==> src/rtl/ocs_2x2_guard_sw.sv <==
// Registered 2x2 optical circuit switch cell (BAR/CROSS) with guard-interval blanking on reconfiguration.
// Optional saturating reconfiguration counter on o_recfg_cnt when OCS_RECFG_CNT_EN is defined.
module ocs_2x2_guard_sw #(
    parameter int   P_DATA_WIDTH   = 3,
    parameter logic P_BAR          = 1'b0,
    parameter logic P_CROSS        = 1'b1,
    parameter int   P_GUARD_CYCLES = 4,
    parameter int   P_CNT_WIDTH    = 16
) (
    input  logic                      i_clk,
    input  logic                      i_rst,
    input  logic                      i_cfg_valid,
    input  logic                      i_cfg_grant,
    output logic                      o_cfg_ready,
    input  logic [1:0]                i_valid,
    input  logic [2*P_DATA_WIDTH-1:0] i_data,
    output logic [1:0]                o_valid,
    output logic [2*P_DATA_WIDTH-1:0] o_data,
    output logic                      o_grant,
    output logic                      o_guard
`ifdef OCS_RECFG_CNT_EN
    ,
    output logic [P_CNT_WIDTH-1:0]    o_recfg_cnt
`endif
);

    localparam int W = P_DATA_WIDTH;
    localparam logic [7:0] GUARD_LOAD = 8'(P_GUARD_CYCLES - 1);

    generate
        if (P_GUARD_CYCLES < 1 || P_GUARD_CYCLES > 255 || P_CNT_WIDTH < 1) begin : g_bad_param
            $error("ocs_2x2_guard_sw: illegal parameter value");
        end
    endgenerate

    typedef enum logic {S_RUN, S_GUARD} state_t;

    state_t     state_q, state_d;
    logic [7:0] guard_cnt_q, guard_cnt_d;
    logic       pending_q, pending_d;
    logic       grant_q, grant_d;
    logic       accept, change, guard_done, pass;

    // Handshake: a request transfers on a rising edge with i_cfg_valid & o_cfg_ready;
    // i_cfg_grant is sampled only then, and valid while ready is low is ignored.
    assign o_cfg_ready = (state_q == S_RUN);
    assign accept      = i_cfg_valid & o_cfg_ready;
    assign change      = accept & (i_cfg_grant != grant_q);
    assign pass        = (state_q == S_RUN) & ~change;
    assign o_guard     = (state_q == S_GUARD);
    assign o_grant     = grant_q;

    always_comb begin
        state_d     = state_q;
        guard_cnt_d = guard_cnt_q;
        pending_d   = pending_q;
        grant_d     = grant_q;
        guard_done  = 1'b0;
        case (state_q)
            S_RUN: begin
                if (change) begin
                    pending_d   = i_cfg_grant;
                    guard_cnt_d = GUARD_LOAD;
                    state_d     = S_GUARD;
                end
            end
            S_GUARD: begin
                if (guard_cnt_q == 8'd0) begin
                    grant_d    = pending_q;
                    state_d    = S_RUN;
                    guard_done = 1'b1;
                end else begin
                    guard_cnt_d = guard_cnt_q - 8'd1;
                end
            end
            default: state_d = S_RUN;
        endcase
    end

    always_ff @(posedge i_clk or posedge i_rst) begin
        if (i_rst) begin
            state_q     <= S_RUN;
            guard_cnt_q <= 8'd0;
            pending_q   <= P_BAR;
            grant_q     <= P_BAR;
        end else begin
            state_q     <= state_d;
            guard_cnt_q <= guard_cnt_d;
            pending_q   <= pending_d;
            grant_q     <= grant_d;
        end
    end

    // Datapath routes with the grant in force at this edge; blanked from E0 through guard expiry.
    always_ff @(posedge i_clk or posedge i_rst) begin
        if (i_rst) begin
            o_valid <= 2'b00;
            o_data  <= '0;
        end else if (pass) begin
            if (grant_q == P_CROSS) begin
                o_valid <= {i_valid[0], i_valid[1]};
                o_data  <= {i_data[W-1:0], i_data[2*W-1:W]};
            end else begin
                o_valid <= i_valid;
                o_data  <= i_data;
            end
        end else begin
            o_valid <= 2'b00;
            o_data  <= '0;
        end
    end

`ifdef OCS_RECFG_CNT_EN
    always_ff @(posedge i_clk or posedge i_rst) begin
        if (i_rst) begin
            o_recfg_cnt <= '0;
        end else if (guard_done && (o_recfg_cnt != {P_CNT_WIDTH{1'b1}})) begin
            o_recfg_cnt <= o_recfg_cnt + 1'b1;
        end
    end
`endif

endmodule

==> config.mk <==
export PLATFORM = sky130hd
export DESIGN_NAME = ocs_2x2_guard_sw
export DESIGN_NICKNAME = d
export VERILOG_FILES = /design/src/rtl/ocs_2x2_guard_sw.sv
export SDC_FILE = /design/constraint.sdc
export NUM_CORES = 1
export LEC_CHECK = 0
export CAP_MARGIN = 25
export CORE_AREA = 4 4 57 59
export DETAILED_ROUTE_END_ITERATION = 8
export DIE_AREA = 0 0 61 63
export GPL_ROUTABILITY_DRIVEN = 1
export PLACE_DENSITY_LB_ADDON = 0.12
export SLEW_MARGIN = 20
export SYNTH_ARGS = -nofsm -noshare
export SYNTH_HDL_FRONTEND = slang
export SYNTH_SLANG_ARGS = --single-unit
==> constraint.sdc <==
create_clock -name i_clk -period 2.1 [get_ports i_clk]
set_input_delay 0.42 -clock i_clk [delete_from_list [all_inputs] [get_ports i_clk]]
set_output_delay 0.42 -clock i_clk [all_outputs]
set_load 0.01 [all_outputs]
# After elaboration in Yosys (flattened, before gate mapping)
# Cells that the tools add are included.
# op_classes
addsub	1
mul	0
n_div	0
magnitude_cmp	0
n_eq_ne	3
shifts	0
muxes	10
bitwise	5
n_reduce_logical	4
# op_table
cell	n
8-bit two-way mux	2
8-bit case mux with 2 select lines	1
6-bit two-way mux	2
8-bit logical NOT	1
8-bit by 1-bit subtractor with 8-bit output, second input constant	1
2-bit AND reduction	3
2-bit two-way mux	2
1-bit AND	3
1-bit two-way mux	2
2-bit by 1-bit != test with 1-bit output, second input constant	1
2-bit != test, second input constant	1
1-bit inverter	2
1-bit case mux with 2 select lines	1
1-bit != test	1
# totals
register_bits	19
latchBits	0
ramBits	0
mem_bits_ro	0
inputBits	12
out_inout_bits	11
word_cells	29
n_memories	0

# Depth between registers and ports, before layout
# logic_depth
word_depth	6
mapped_depth	6
depth_no_buf	6

# Worst setup path before layout
# OpenSTA, ideal clock, no wires.
# synth_timing
path_kind	reg2reg
start	register guard_cnt_q[5]
end	register grant_q (netlist: o_grant)
t_arrival_ns	1.565
required_ns	1.975
path_slack_ns	0.410
stages_incl_launch_ff	4
period_less_slack_ns	1.690
path_cell_list	dfrtp_1 -> or4_4 -> nor4_1 -> mux2_2
# synth_via
elab_chain_len	2
# synth_lines
item	line	rtl
start, declared	39	logic [7:0] guard_cnt_q, guard_cnt_d;
start signal, assigned	88	guard_cnt_q <= guard_cnt_d;
8-bit logical NOT	68	if (guard_cnt_q == 8'd0) begin
2-bit AND reduction (no line)	-	
end signal, assigned	90	grant_q <= grant_d;
end, declared	41	logic grant_q, grant_d;
# Every way passes these cells.
# A chain may end at the register's enable or synchronous reset.

# Worst setup path after layout
# layout_timing
start	register state_q (netlist: o_guard)
end	output o_cfg_ready
# layout_via
elab_chain_len	1
# layout_lines
item	line	rtl
start, declared	38	state_t state_q, state_d;
start signal, assigned	87	state_q <= state_d;
1-bit inverter (no line)	-	
end, declared	14	output logic o_cfg_ready,
# Every way passes these cells.

==> impl_metrics.env <==
export IMPL_status="finished clean"
export IMPL_finalSetupTns_ns=0
export IMPL_detailedRoute_firstPassIterationCount=4
export IMPL_ys_types=25
export IMPL_synth_ff_type="dfrtp_1"
export IMPL_ys_warn_count=0
export IMPL_power_frac_seq=0.619
export IMPL_max_cap_violations=0
export IMPL_hold_buffers=0
export IMPL_switching_power_w=0.0001280
export IMPL_synth_top_cell_area_share=0.5382
export IMPL_synthMuxAreaShare=0.1317
export IMPL_grt_pass1_wl_um=3132
export IMPL_grt_max_degree=20
export IMPL_die_h_um=63
export IMPL_grt_overflow=0
export IMPL_ant_nets=0
export IMPL_synth_area_top_cells="dfrtp_1 (54%), mux2i_1 (10%), nor2_1 (4.2%)"
export IMPL_vias=679
export IMPL_ioPinCount=23
export IMPL_period_minus_slack_ns=1.931
export IMPL_cts_htree_levels=1
export IMPL_finalHoldViolations=0
export IMPL_portBuffers=22
export IMPL_hold_path_class="in2async"
export IMPL_nets=121
export IMPL_grt_use_total=0.1084
export IMPL_cellPowerDensity_mw_per_mm2=500.8
export IMPL_ys_ff_latch=19
export IMPL_synth_xor_area_frac=0.009915
export IMPL_globalplace_congestion=0.7628
export IMPL_fin_crit_sh=0.9194
export IMPL_synthesis_instances=79
export IMPL_cp_max_fo=6
export IMPL_synth_top_family_by_area="simple AND/OR/NAND/NOR gates"
export IMPL_p_int_w=0.0004623
export IMPL_path_clk_slew_ns=0.11
export IMPL_power_w=0.0005903
export IMPL_swShare=0.2168
export IMPL_drive_above_1_share=0.1038
export IMPL_yosysSeqAreaShare=0.5382
export IMPL_root_buffer="clkbuf_4"
export IMPL_post_cts_buffers=0
export IMPL_drcViolationCount=0
export IMPL_setup_viol=0
export IMPL_pwr_share_comb=0.064
export IMPL_tritoncts="yes"
export IMPL_critPathRequiredTime_ns=1.68
export IMPL_synthesis_nets=93
export IMPL_areaGrowthSynthToFinish_pct=33.43
export IMPL_grt_setup_unrepaired="false"
export IMPL_worstSkewPairLatency_ns=0.29
export IMPL_post_drt_via_cell_ratio=4.956
export IMPL_crit_arrival_ns=1.51
export IMPL_antennaDiodeCount=0
export IMPL_syn_cell_area_um2=883.3
export IMPL_relSlewSlack=0.7199
export IMPL_whs_ns=0.4314
export IMPL_synthArstFlopShare=1.000
export IMPL_syn_area_per_cell_um2=11.18
export IMPL_synthAdderAreaFrac=0.02833
export IMPL_cts_repair_resized=0
export IMPL_clock_skew_ns=0.002909
export IMPL_leakagePower_nw=0.5015
export IMPL_drt_iter0_markers=16
export IMPL_vdd_drop_max_uv=338.5
export IMPL_dp_hpwl_um=1347
export IMPL_end_kind="primary output"
export IMPL_clock_path_buffers=2
export IMPL_fin_util=0.4349
export IMPL_max_freq_ghz=0.5180
export IMPL_dieArea_mm2=0.003843
export IMPL_antenna_found_initial=0
export IMPL_start_util=0.3259
export IMPL_cts_sinks=19
export IMPL_wl_per_cell_um=12.80
export IMPL_core_mm2=0.002710
export IMPL_final_max_slew_viol_count=0
export IMPL_cts_buffers=3
export IMPL_yosysTopAreaCell="dfrtp_1"
export IMPL_grt_pass1_vias=695
export IMPL_synth_edf_count=0
export IMPL_crit_path_start_kind="flip-flop"
export IMPL_wl_um=1753
export IMPL_p_clk_frac=0.316
export IMPL_die_w_um=61
export IMPL_critPathKind="reg2out"
export IMPL_synthSimpleGateAreaFrac=0.1487
export IMPL_rows=19
export IMPL_worstMarginPinSlew_ns=0.4197
export IMPL_synth_compound_area_frac=0.1161
-- placed cells by master (no fill, tap or decap), drive strengths merged, types with 2 or more instances in the layout --
cell type / Yosys / routed
nand3: 2 / 2
clkbuf: 0 / 4
inv: 5 / 5
o21ai: 5 / 5
dfrtp: 19 / 19
o31ai: 3 / 3
buf: 1 / 2
mux2i: 9 / 9
o211ai: 2 / 2
clkdlybuf4s50: 0 / 22
nand2: 8 / 8
mux2: 2 / 2
ha: 2 / 2
nor2: 10 / 10
-- layer usage --
metal | wire, um | vias to the layer above | global-route usage
met5 | 0 | - | 0
met4 | 30 | 0 | 0.04065
met3 | 123 | 4 | 0.03926
met2 | 849 | 18 | 0.1671
met1 | 749 | 320 | 0.1359
li1 | - | 337 | -
-- Yosys cell counts (2+ instances only) --
cell      count
o31ai_1       2
nand2_1       8
o21ai_0       5
ha_1          2
nor2_1       10
mux2i_1       9
nand3_1       2
o211ai_1      2
inv_1         5
dfrtp_1      19
-- sequential cells by signal (all words and copies together) (netlist names) --
signal       cells
o_valid          2
o_data           6
pending_q        1
o_guard          1
guard_cnt_q      8
o_grant          1
-- final timing paths --
check | from | to | slack (ns) | cells after the start
max reg2reg | guard_cnt_q[5] | o_grant | 0.24 | 3
min | i_rst | guard_cnt_q[3] | 0.43 | 3
max in group asynchronous | i_rst | o_data[2] | 1.46 | 3
min in group i_clk | pending_q | pending_q | 0.48 | 2
min reg2reg | pending_q | pending_q | 0.48 | 2
max | o_guard | o_cfg_ready | 0.17 | 2
-- final cells by class --
class                   count  area, um2
fillers                   280       1531
well taps                  31      38.79
repair buffers             24      235.2
flip-flops and latches     19      475.5
clock buffers               4      26.28
multi-input cells          54      384.1
inverters                   5      18.77
-- per-stage QoR --
step	setup WS, ns	instance area [um2]	instances
5_1_grt	0.09065	1179	137
6_report	0.1693	1179	137
3_5_place_dp	0.2421	1152	133
3_3_place_gp	0.2327	1152	133
4_1_cts	0.1622	1179	137
2_1_floorplan	0.4101	883.3	79
-- power groups by stage --
stage | clock, W | combinational [W] | sequential, W
3_3_place_gp | 0 | 0.0000382 | 0.000373
4_1_cts | 0.000192 | 0.0000393 | 0.000366
6_report | 0.000187 | 0.0000380 | 0.000366
5_1_grt | 0.000215 | 0.0000417 | 0.000366
2_1_floorplan | 0 | 0.0000114 | 0.000373
3_5_place_dp | 0 | 0.0000392 | 0.000373
-- kinds of logic (layout without fill, tap and decap cells) --
kind of cell | after synthesis | in the layout
and+or+nand+nor | 27 | 27
AOI/OAI and AO/OA | 13 | 13
buffers and inverters | 6 | 33
muxes | 11 | 11
DFF | 19 | 19
xor gates and xnor gates | 1 | 1
adders and majority gates | 2 | 2
-- critical path: stages, from the launching register on --
cell             delay [ns]
dfrtp_1                0.47
inv_1                  0.18
clkdlybuf4s50_1        0.57
(Power assumes the default switching activity.)
